--- config.mk ---
export PLATFORM = sky130hd
export DESIGN_NAME = scarv_mem_arbiter
export DESIGN_NICKNAME = d
export VERILOG_FILES = /design/src/rtl/scarv_mem_arbiter_pkg.sv /design/src/rtl/scarv_mem_arbiter_mux.sv /design/src/rtl/scarv_mem_arbiter.sv
export SDC_FILE = /design/constraint.sdc
export NUM_CORES = 1
export LEC_CHECK = 0
export CORE_AREA = 2 2 124 126
export CTS_CLUSTER_SIZE = 12
export DETAILED_ROUTE_END_ITERATION = 10
export DIE_AREA = 0 0 126 128
export HOLD_SLACK_MARGIN = 0.06
export SKIP_LAST_GASP = 1
export SYNTH_ARGS = -nofsm -noshare
export SYNTH_HDL_FRONTEND = slang
export SYNTH_SLANG_ARGS = --single-unit
export TNS_END_PERCENT = 100
--- constraint.sdc ---
create_clock -name g_clk -period 2.65 [get_ports g_clk]
set_input_delay 0.6625 -clock g_clk [delete_from_list [all_inputs] [get_ports g_clk]]
set_output_delay 0.6625 -clock g_clk [all_outputs]
set_load 0.02 [all_outputs]
--- src/rtl/scarv_mem_arbiter_pkg.sv ---
`timescale 1ns/1ps
// Shared encodings and bus bundles for the CPU/COP data-memory arbiter.
// Owner codes double as FSM state codes, so arb_owner is the state register itself.
package scarv_mem_arbiter_pkg;

  localparam int SCARV_BURST_MAX_DEFAULT = 4;

  typedef enum logic [1:0] {
    SCARV_ARB_NONE = 2'd0,
    SCARV_ARB_CPU  = 2'd1,
    SCARV_ARB_COP  = 2'd2
  } arb_owner_e;

  typedef struct packed {
    logic        cen;
    logic        wen;
    logic [31:0] addr;
    logic [31:0] wdata;
    logic [3:0]  ben;
  } mem_req_t;

  typedef struct packed {
    logic [31:0] rdata;
    logic        stall;
    logic        error;
  } mem_rsp_t;

  localparam mem_req_t MEM_REQ_IDLE    = '0;
  localparam mem_rsp_t MEM_RSP_BLOCKED = '{rdata: 32'd0, stall: 1'b1, error: 1'b0};

endpackage

--- src/rtl/scarv_mem_arbiter_mux.sv ---
`timescale 1ns/1ps
// Combinational steering: forwards the owner's request downstream and returns the
// memory response to the owner only; everyone else sees a blocked, zeroed response.
module scarv_mem_arbiter_mux
  import scarv_mem_arbiter_pkg::*;
(
  input  arb_owner_e i_owner,
  input  mem_req_t   i_cpu_req,
  input  mem_req_t   i_cop_req,
  input  mem_rsp_t   i_mem_rsp,
  output mem_req_t   o_mem_req,
  output mem_rsp_t   o_cpu_rsp,
  output mem_rsp_t   o_cop_rsp
);

  always_comb begin
    // NOTE: every output gets a default before the case so no path can infer a latch.
    o_mem_req = MEM_REQ_IDLE;
    o_cpu_rsp = MEM_RSP_BLOCKED;
    o_cop_rsp = MEM_RSP_BLOCKED;
    case (i_owner)
      SCARV_ARB_CPU: begin
        o_mem_req = i_cpu_req;
        o_cpu_rsp = i_mem_rsp;
      end
      SCARV_ARB_COP: begin
        o_mem_req = i_cop_req;
        o_cop_rsp = i_mem_rsp;
      end
      default: ;
    endcase
  end

endmodule

--- src/rtl/scarv_mem_arbiter.sv ---
`timescale 1ns/1ps
// Round-robin arbiter sharing one single-ported data memory between the CPU data port
// and the COP memory port; ownership only moves at transaction boundaries.
module scarv_mem_arbiter
  import scarv_mem_arbiter_pkg::*;
#(
  parameter int BURST_MAX = SCARV_BURST_MAX_DEFAULT
) (
  input  logic        g_clk,
  input  logic        g_rst,
  input  logic        cpu_mem_cen,
  input  logic        cpu_mem_wen,
  input  logic [31:0] cpu_mem_addr,
  input  logic [31:0] cpu_mem_wdata,
  input  logic [3:0]  cpu_mem_ben,
  output logic [31:0] cpu_mem_rdata,
  output logic        cpu_mem_stall,
  output logic        cpu_mem_error,
  input  logic        cop_mem_cen,
  input  logic        cop_mem_wen,
  input  logic [31:0] cop_mem_addr,
  input  logic [31:0] cop_mem_wdata,
  input  logic [3:0]  cop_mem_ben,
  output logic [31:0] cop_mem_rdata,
  output logic        cop_mem_stall,
  output logic        cop_mem_error,
  output logic        mem_cen,
  output logic        mem_wen,
  output logic [31:0] mem_addr,
  output logic [31:0] mem_wdata,
  output logic [3:0]  mem_ben,
  input  logic [31:0] mem_rdata,
  input  logic        mem_stall,
  input  logic        mem_error,
  output logic [1:0]  arb_owner
);

  localparam int CNT_W = $clog2(BURST_MAX + 1);

  arb_owner_e       r_state;
  arb_owner_e       r_last;
  logic [CNT_W-1:0] r_cnt;

  mem_req_t   w_cpu_req, w_cop_req, w_mem_req;
  mem_rsp_t   w_mem_rsp, w_cpu_rsp, w_cop_rsp;
  arb_owner_e w_other;
  logic       w_own_cen, w_oth_cen, w_burst_done, w_cnt_sat;

  assign w_cpu_req = '{cen: cpu_mem_cen, wen: cpu_mem_wen, addr: cpu_mem_addr,
                       wdata: cpu_mem_wdata, ben: cpu_mem_ben};
  assign w_cop_req = '{cen: cop_mem_cen, wen: cop_mem_wen, addr: cop_mem_addr,
                       wdata: cop_mem_wdata, ben: cop_mem_ben};
  assign w_mem_rsp = '{rdata: mem_rdata, stall: mem_stall, error: mem_error};

  assign w_own_cen = (r_state == SCARV_ARB_CPU) ? cpu_mem_cen : cop_mem_cen;
  assign w_oth_cen = (r_state == SCARV_ARB_CPU) ? cop_mem_cen : cpu_mem_cen;
  assign w_other   = (r_state == SCARV_ARB_CPU) ? SCARV_ARB_COP : SCARV_ARB_CPU;

  // Once saturated the tenure has already used its whole burst, so a newly waiting
  // requester takes over at the next completion instead of being starved.
  assign w_burst_done = (r_cnt >= CNT_W'(BURST_MAX - 1));
  assign w_cnt_sat    = (r_cnt == CNT_W'(BURST_MAX));

  always_ff @(posedge g_clk or posedge g_rst) begin
    // NOTE: state is sequential, so non-blocking assignments keep every read in this
    // block seeing the pre-edge values regardless of statement order.
    if (g_rst) begin
      r_state <= SCARV_ARB_NONE;
      r_last  <= SCARV_ARB_COP;
      r_cnt   <= '0;
    end else begin
      case (r_state)
        SCARV_ARB_NONE: begin
          r_cnt <= '0;
          if (cpu_mem_cen && (!cop_mem_cen || r_last == SCARV_ARB_COP)) r_state <= SCARV_ARB_CPU;
          else if (cop_mem_cen)                                         r_state <= SCARV_ARB_COP;
        end
        SCARV_ARB_CPU, SCARV_ARB_COP: begin
          if (!w_own_cen) begin
            r_last  <= r_state;
            r_cnt   <= '0;
            r_state <= w_oth_cen ? w_other : SCARV_ARB_NONE;
          end else if (!mem_stall) begin
            if (w_burst_done && w_oth_cen) begin
              r_last  <= r_state;
              r_cnt   <= '0;
              r_state <= w_other;
            end else if (!w_cnt_sat) begin
              r_cnt <= r_cnt + 1'b1;
            end
          end
        end
        default: r_state <= SCARV_ARB_NONE;
      endcase
    end
  end

  scarv_mem_arbiter_mux u_mux (
    .i_owner   (r_state),
    .i_cpu_req (w_cpu_req),
    .i_cop_req (w_cop_req),
    .i_mem_rsp (w_mem_rsp),
    .o_mem_req (w_mem_req),
    .o_cpu_rsp (w_cpu_rsp),
    .o_cop_rsp (w_cop_rsp)
  );

  assign mem_cen       = w_mem_req.cen;
  assign mem_wen       = w_mem_req.wen;
  assign mem_addr      = w_mem_req.addr;
  assign mem_wdata     = w_mem_req.wdata;
  assign mem_ben       = w_mem_req.ben;
  assign cpu_mem_rdata = w_cpu_rsp.rdata;
  assign cpu_mem_stall = w_cpu_rsp.stall;
  assign cpu_mem_error = w_cpu_rsp.error;
  assign cop_mem_rdata = w_cop_rsp.rdata;
  assign cop_mem_stall = w_cop_rsp.stall;
  assign cop_mem_error = w_cop_rsp.error;
  assign arb_owner     = r_state;

endmodule

# After elaboration in Yosys (flattened, before gate mapping)

Cells that the tools add are included.

Flip-flop bits (word level): 7
Latch bits: 0
RAM bits: 0
ROM bits: 0
Output and inout port bits: 140
Logic and storage cells: 46
Memories: 0

Add/subtract/negate cells: 1
Multipliers: 0
Div/mod/pow operators: 0
Order comparisons: 1
Equal/unequal tests: 10
Shift-type cells: 0
Muxes and demuxes: 21
Bitwise operators: 0
Reductions and logical operators: 10

Operator list:

| kind                                                                                 | count |
|---|---|
| 70-bit case mux with 2 select lines                                                  | 1 |
| 34-bit two-way mux                                                                   | 2 |
| 2-bit two-way mux                                                                    | 10 |
| 3-bit two-way mux                                                                    | 4 |
| 3-bit != test (second input constant)                                                | 3 |
| 3-bit AND reduction                                                                  | 3 |
| 3-bit case mux with 2 select lines                                                   | 1 |
| 2-bit == test (second input constant)                                                | 2 |
| 4-bit != test (second input constant)                                                | 1 |
| 2-bit case mux with 2 select lines                                                   | 1 |
| 3-bit by 1-bit adder with 3-bit output (second input constant)                       | 1 |
| 3-bit == test (second input constant)                                                | 1 |
| 3-bit by 2-bit greater-or-equal comparator with 1-bit output (second input constant) | 1 |
| 2-bit by 1-bit == test with 1-bit output (second input constant)                     | 1 |
| 1-bit logical AND                                                                    | 2 |
| 2-bit zero test                                                                      | 1 |
| 1-bit two-way mux                                                                    | 2 |
| 2-bit by 1-bit != test with 1-bit output (second input constant)                     | 1 |
| 2-bit != test (second input constant)                                                | 1 |
| 2-bit nonzero test                                                                   | 1 |
| 2-bit OR reduction                                                                   | 1 |
| 1-bit zero test                                                                      | 1 |
| 1-bit logical OR                                                                     | 1 |

# Logic depth before layout (Yosys ltp)

Gate-level depths: netlist of run 1.

Depth in word-level cells: 7
Depth in mapped cells: 7
Gate-level depth less buffers: 6

# Modules after synthesis

From an unflattened synthesis of run 1, not the netlist that was laid out.

Cells, all modules: 293
Area total of the unflattened synthesis: 1966.9 um^2

By module, submodules not included:

| module                | times used | cells an instance | area each (um^2) |
|---|---|---|---|
| scarv_mem_arbiter_mux | 1          | 242               | 1441.4 |
| scarv_mem_arbiter     | 1          | 51                | 525.5 |

# Worst setup path before layout of run 1

Ideal clock, no wire load.

Kind: register to output
Start point: reg r_state[1] (netlist: arb_owner[1])
End point: out mem_addr[10]
Data arrival time: 1.913 ns
Path slack: 0.074 ns
Cell stages (with the launch flop): 8
Buffers on the path: 3
Path through: dfrtp_1 -> inv_1 -> ha_1 -> clkbuf_1 -> and2_1 -> clkbuf_1 -> clkbuf_1 -> a22o_1

Word-level cells in the longest chain between the ends: 2
Elaborated cells between the ends (all ways): 3
Those cells by class: eq/ne (2); mux (1)

Ends and longest elaborated chain:

| element                                                                   | line                        | text |
|---|---|---|
| start, declared                                                           | scarv_mem_arbiter.sv:40     | `arb_owner_e r_state;` |
| start signal, assigned                                                    | scarv_mem_arbiter.sv:82     | `r_state <= w_oth_cen ? w_other : SCARV_ARB_NONE;` |
| start signal, assigned                                                    | scarv_mem_arbiter.sv:87     | `r_state <= w_other;` |
| 2-bit == test or 2-bit by 1-bit == test with 1-bit output (tied branches) | scarv_mem_arbiter_mux.sv:21 | `case (i_owner)` |
| 70-bit case mux with 2 select lines (*)                                   | scarv_mem_arbiter_mux.sv:21 |  |
| end, declared                                                             | scarv_mem_arbiter.sv:29     | `output logic [31:0] mem_addr,` |

Mark *: on every way between the ends. The rest lies on a longest branch, timed or not.

# Final worst setup path of run 1

Start point: reg r_state[0] (netlist: arb_owner[0])
End point: out mem_addr[7]

Same word-level chain as after synthesis.

==> impl_results.md, run 1 <==
- Worst-skew pair later-pin latency: 0.23 ns
- Period utilisation layout: 0.974
- CTS tree: done
- CP required: ~2.0 ns
- PnR worst setup slack: 0.0689 ns
- Die width: around 130 µm
- Maximum buffer depth of the clock tree: 2
- Critical Path Source Type: flop
- ANT nets after route: 0
- Clock Skew: 0.000566 ns
- Synth cell types: 33
- Die span in y: ~130 µm
- Share of cells above drive strength 1: 0.154
- Critical Path, Cell by Cell: buf_4 > ha_2 > and2_4 > buf_16 > buf_4 > a22o_1 > buf_4
- Max VDD drop: 0.000535 V
- Number of synthesized flops with an enable pin: 0
- Clock root buffer: clkbuf_16
- CTS Buf Count: 3
- Compound-Gate Fraction of Synth Area: 0.429
- Vias in the first global route: roughly 3k
- Status: completed
- Synthesis Warnings: 0
- Register area share after synthesis: 0.104
- Iter 0 DRT Violations: 85
- Pre-CTS setup slack: -0.0695 ns
- Area Growth Syn to Fin: 220%
- Core area: roughly 15000 µm²
- CP max stage cell: dfrtp_1
- Net Count, Synth: 400
- Setup CP Type: reg2out
- # DRC: 0
- Leakage power: ~2.8 nW
- Total length of routed wires: about 12000 µm
- Synth Area in Simple Gates: 0.296
- Starting Density: 0.114
- Diode count: 0
- Kind of end point of the critical path: output port
- # port buffers: between 300 and 400
- Final worst path period need: around 2.6 ns
- Synthesized instance count: 217
- Unrepaired setup endpoints after global routing: yes
- Cell Area, Synth: roughly 1700 µm²
- Max FO, Critical Path: 33
- Hold Crit Class: reg2reg
- Global-route wire length before repair: about 17000 µm
- Final setup fails: 0
- Initial antenna violation count: 2
- Vias/cell: 4.19
- Fin. max-slew vios: 0
- Slowest stage delay, CP: approximately 0.38 ns
- Final core occ: 0.365
- Fmax: 387 MHz
- Most used cell along the critical path: buf_4
- Via count: around 3.0k
- Max transition margin: 0.642
- Hold Vio Cnt, Final: 0
- Mapped Avg Cell Area: approximately 7.8 µm²
- # Post-CTS Setup Buffers: 0
- Largest family of logic cells by synthesized area: compound AO/OA/AOI/OAI gates
- Mux cell area share after synthesis: 0.0458
- Synthesized-area fraction occupied by adder cells: 0.0517
- Max cap viols: 0
- Clk sinks: 7
- Flops & latches, synth: 7
- Placer Congestion: 0.811
- DRT Pass-1 Iters: 4
- Primary FF master, synth: dfrtp_1
- Hpwl dp: between 9000 and 10000 µm
- Most common cell after layout, fill and taps aside: clkdlybuf4s50_1
- XOR/XNOR Fraction of Synth Area: 0
- Worst-Margin Slew: between 0.5 and 0.6 ns
- Gr ovfl total: 0
- Clock-pin slew on the worst setup and hold paths: approximately 0.04 ns
- Full die area: between 15000 and 20000 µm²
- Most frequent cells in the layout: 202 x clkdlybuf4s50_1, 70 x a22o_1, 66 x and2_1
- Worst Path Arrival: 1.92 ns
- Avg WL per Cell: about 17 µm
- Largest net degree at the start of global routing: 39
- Power Dens Cells: 838 nW/µm²
- Asr flop ratio synth: 1.00
- # IOs: 316
- Post-layout nets: between 700 and 800
- H-tree levels: 1
- Row count: 45
- GRT Util Overall: 0.134
- Fin Setup TNS: 0 ns
power by group:
group          switching, mW  internal (mW)
logic                   2.12           1.99
registers             0.0215          0.152
clock network         0.0634          0.201
total                   2.20           2.34
state kept, by name, indices dropped and copies added (netlist names):
| register | flops |
|---|---|
| r_cnt | 3 |
| arb_owner | 2 |
| r_last | 2 |
metrics by stage:
step / instances / total power, mW / instance area, µm² / hold slack (ns)
2_1_floorplan: 217 / 2.29 / 1690 / 0.465
3_3_place_gp: 714 / 4.34 / 5130 / 0.495
3_5_place_dp: 714 / 4.35 / 5130 / 0.496
4_1_cts: 719 / 4.60 / 5300 / 0.504
5_1_grt: 719 / 4.80 / 5420 / 0.527
6_report: 719 / 4.55 / 5420 / 0.501
final cells by class:
cell class,count,area [µm²]
fill,1506,9440
timing repair buffer,333,3490
multi-input combinational,179,1410
tap,188,235
sequential,7,176
clock buffer,4,78.8
inverter,8,30.0
per-layer routing:
layer	global-route usage	part of all wire	up-vias
li1	-	-	1433
met1	0.170	0.42	1426
met2	0.242	0.51	141
met3	0.0284	0.069	8
met4	0.0129	0.0042	4
met5	0	0.0022	-
cells in the mapped netlist, drive strengths merged, types with 2 or more instances:
cell type  count  area, µm²
a21oi          3       15.0
nor2b          2       12.5
nand2          3       11.3
nor2           2       7.51
a22o          71        623
or4            2       18.8
dfrtp          6        150
buf            7       33.8
nand2b         2       12.5
ha             7       87.6
mux2           6       67.6
clkbuf        16       60.1
inv            8       30.0
and2          68        425
critical path: cells and delay by family (launching register included):
kind / cells / cell delay, ns
adder cells (fa/ha/maj): 1 / 0.20
AO/OA/AOI/OAI: 1 / 0.25
flip-flops: 1 / 0.38
buffers and inverters: 4 / 0.67
AND/OR/NAND/NOR: 1 / 0.17
worst paths after layout:
| check | startpoint | to | slack, ns | depth (start not counted) |
|---|---|---|---|---|
| worst min-delay path | r_last[0] | r_last[0] | 0.50 | 1 |
| worst max register to register | arb_owner[0] | r_cnt[0] | 0.53 | 7 |
| min in group asynchronous | g_rst | r_last[0] | 0.67 | 2 |
| worst max-delay path | arb_owner[0] | mem_addr[7] | 0.07 | 7 |
| max in group asynchronous | g_rst | r_last[1] | 1.71 | 2 |
| worst min register to register | r_last[0] | r_last[0] | 0.50 | 1 |
what timing repair did:
item | CTS | global route
cloned | 1 | 0
hold buffers | 0 | 0
gates resized for setup | 169 | 51
endpoints found under the setup margin | 98 | 77
logic make-up after synthesis:
| kind of cell | Yosys count |
|---|---|
| adder cells (fa/ha/maj) | 7 |
| buffers and inverters | 31 |
| multiplexers | 7 |
| flip-flops | 7 |
| AO/OA/AOI/OAI | 84 |
| AND/OR/NAND/NOR | 81 |
(Power assumes the default switching activity.)
==> run 2: changes to the inputs <==
Settings changed: SETUP_SLACK_MARGIN set to 0.5.
==> impl_results.md, run 2 (same netlist as run 1, synthesis figures left out) <==
- Status: completed (unchanged)
- DRT Pass-1 Iters: 4 (unchanged)
- Pre-CTS setup slack: -0.0825 ns (was -0.0695 ns)
- PnR worst setup slack: 0.141 ns (was 0.0689 ns)
- Final core occ: 0.414 (was 0.365)
- CP max stage cell: dfrtp_2 (was dfrtp_1)
- Critical Path Source Type: flop (unchanged)
- Max reg flops: 3 (unchanged)
- Fill cells: 1440 (was 1506)
- # IOs: 316 (unchanged)
- Most common cell after layout, fill and taps aside: clkdlybuf4s50_1 (unchanged)
- Iter 0 DRT Violations: 133 (was 85)
- Max FO, Critical Path: 8 (was 33)
- Register area: 179 µm² (was 176 µm²)
- Power Total: 6.14 mW (was 4.55 mW)
- Largest net degree at the start of global routing: 39 (unchanged)
- Worst reg2reg path startpoint: arb_owner[1] (was arb_owner[0])
- Switching share of power: 0.444 (was 0.485)
- Share of cells above drive strength 1: 0.455 (was 0.154)
- Worst Setup SP: arb_owner[0] (unchanged)
- Period utilisation layout: 0.947 (was 0.974)
- Power Dens Cells: 997 nW/µm² (was 838 nW/µm²)
- Gr ovfl total: 0 (unchanged)
- Hpwl dp: 11600 µm (was 9850 µm)
- Clk sinks: 7 (unchanged)
- Power share of the clock group: 0.042 (was 0.058)
- Leakage power: 2.79 nW (was 2.81 nW)
- Die width: 126 µm (unchanged)
- H-tree levels: 1 (unchanged)
- Internal power: 3.41 mW (was 2.34 mW)
- Psw: 2.73 mW (was 2.20 mW)
- Slowest stage delay, CP: 0.39 ns (was 0.38 ns)
- Placer Congestion: 0.926 (was 0.811)
- Vias/cell: 4.22 (was 4.19)
- Worst-Margin Slew: 0.351 ns (was 0.523 ns)
- Fin. max-slew vios: 0 (unchanged)
- # port buffers: 315 (unchanged)
- CP required: 1.99 ns (about the same)
- ANT nets after route: 0 (unchanged)
- Final setup fails: 0 (unchanged)
- Max VDD drop: 0.000612 V (was 0.000535 V)
- Full die area: 16100 µm² (unchanged)
- GRT Util Overall: 0.168 (was 0.134)
- # DRC: 0 (unchanged)
- Row count: 45 (unchanged)
- Hold Vio Cnt, Final: 0 (unchanged)
- Area Growth Syn to Fin: 264% (was 220%)
- Area of the multi-input gates: 1700 µm² (was 1410 µm²)
- Setup CP Type: reg2out (unchanged)
- Min-delay src: r_last[0] (unchanged)
- Die span in y: 128 µm (unchanged)
- Total length of routed wires: 15500 µm (was 12300 µm)
- Unrepaired setup endpoints after global routing: yes (unchanged)
- Clock root buffer: clkbuf_16 (unchanged)
- Worst Path Arrival: 1.85 ns (was 1.92 ns)
- Fin cells: 748 (was 719)
- Sequential share of power: 0.029 (was 0.038)
- CTS Buf Count: 3 (unchanged)
- Hold Crit Class: reg2reg (unchanged)
- Post-layout nets: 744 (was 715)
- Via count: 3154 (was 3012)
- Fin Setup TNS: 0 ns (unchanged)
- Diode count: 0 (unchanged)
- Kind of end point of the critical path: output port (unchanged)
- Most used cell along the critical path: buf_6 (was buf_4)
- Post-CTS Hold Buffers: 0 (unchanged)
- Final worst path period need: 2.51 ns (was 2.58 ns)
- CTS tree: done (unchanged)
- Buf/Inv on CP: 4 (unchanged)
- Max transition margin: 0.766 (was 0.642)
- Comb pwr share: 0.928 (was 0.904)
- Clock Skew: 0.000489 ns (was 0.000566 ns)
- Global-route wire length before repair: 20700 µm (was 17300 µm)
- Initial antenna violation count: 2 (unchanged)
- Maximum buffer depth of the clock tree: 2 (unchanged)
- Avg WL per Cell: 20.8 µm (was 17.0 µm)
- CP top delay family: buffers and inverters (unchanged)
- Vias in the first global route: 3151 (was 2988)
- Starting Density: 0.114 (unchanged)
- Top reg by flops: r_cnt (unchanged)
- Core area: 14900 µm² (unchanged)
- Max cap viols: 0 (unchanged)
- Clock-pin slew on the worst setup and hold paths: 0.04 ns (about the same)
- Critical Path, Cell by Cell: buf_4 > ha_4 > and2_4 > buf_6 > clkbuf_16 > a22o_1 > buf_6 (was buf_4 > ha_2 > and2_4 > buf_16 > buf_4 > a22o_1 > buf_4)
- Most frequent cells in the layout: 169 x clkdlybuf4s50_1, 89 x buf_6, 55 x a22o_1 (was 202 x clkdlybuf4s50_1, 70 x a22o_1, 66 x and2_1)
- Worst-skew pair later-pin latency: 0.23 ns (about the same)
- Fmax: 399 MHz (was 387 MHz)
- DP Cell Count: 719 (was 714)
-- run 2: cell types whose count changed in the layout (fill, tap and decap cells not counted), moves of 13 or more --
| cell | previous run | this run |
|---|---|---|
| a22o_1 | 70 | 55 |
| a22o_4 | 0 | 16 |
| and2_1 | 66 | 36 |
| and2_4 | 2 | 32 |
| buf_12 | 3 | 16 |
| buf_4 | 16 | 38 |
| buf_6 | 1 | 89 |
| clkdlybuf4s15_1 | 17 | 0 |
| clkdlybuf4s15_2 | 40 | 16 |
| clkdlybuf4s50_1 | 202 | 169 |
| dlymetal6s2s_1 | 43 | 7 |
-- run 2: power groups by stage --
stage | clock [mW] | combinational (mW) | sequential, mW
after detailed placement | 0 | 4.56 | 0.181
after CTS | 0.266 | 4.90 | 0.179
after floorplan | 0 | 2.19 | 0.207
after global placement | 0 | 4.53 | 0.179
after global routing | 0.269 | 5.96 | 0.187
final | 0.260 | 5.70 | 0.180
-- run 2: worst reg2reg max path: cells and delay by family (launching register included) --
kind            cells  cell delay (ns)
fa+ha+maj           1             0.13
compound gates      1             0.25
buf+inv             5             0.59
mux                 2             0.69
flops               1             0.41
-- run 2: timing repair --
item,CTS,global route
cloned,5,5
setup buffers,6,9
resized for setup,528,239
endpoints found under the setup margin,145,143
pin swaps,5,17
-- run 2: metrics by stage --
step	hold slack [ns]	area, µm²
global placement	0.492	5340
finish	0.510	6160
global route	0.535	6160
floorplan	0.465	1780
detailed placement	0.504	5340
CTS	0.512	5650
-- run 2: worst paths after layout --
| path | endpoint | cells after the start | slack [ns] |
|---|---|---|---|
| max | mem_addr[1] | 7 | 0.14 |
| min reg2reg | r_last[0] | 1 | 0.51 |
| max in group asynchronous | r_last[1] | 2 | 1.69 |
| min in group asynchronous | r_cnt[0] | 2 | 0.68 |
| min | r_last[0] | 1 | 0.51 |
| max reg2reg | arb_owner[1] | 9 | 0.46 |
-- run 2: layout make-up --
type                       instances  share of cell area
sequential                         7              0.0290
multi-input combinational        179               0.275
inverter                           8             0.00488
timing repair buffer             362               0.640
tap                              188              0.0382
clock buffer                       4              0.0128
-- run 2: metal layers --
layer,part of all wire,GRT usage
met4,0.0066,0.0213
met2,0.49,0.289
met1,0.42,0.217
met5,0.0015,0
met3,0.081,0.0430
==> run 3: changes to the inputs <==
Settings changed: HOLD_SLACK_MARGIN 0.06 to unset.
==> results of run 3 <==
No change in the layout: final DEF, timing and power equal those of run 2.
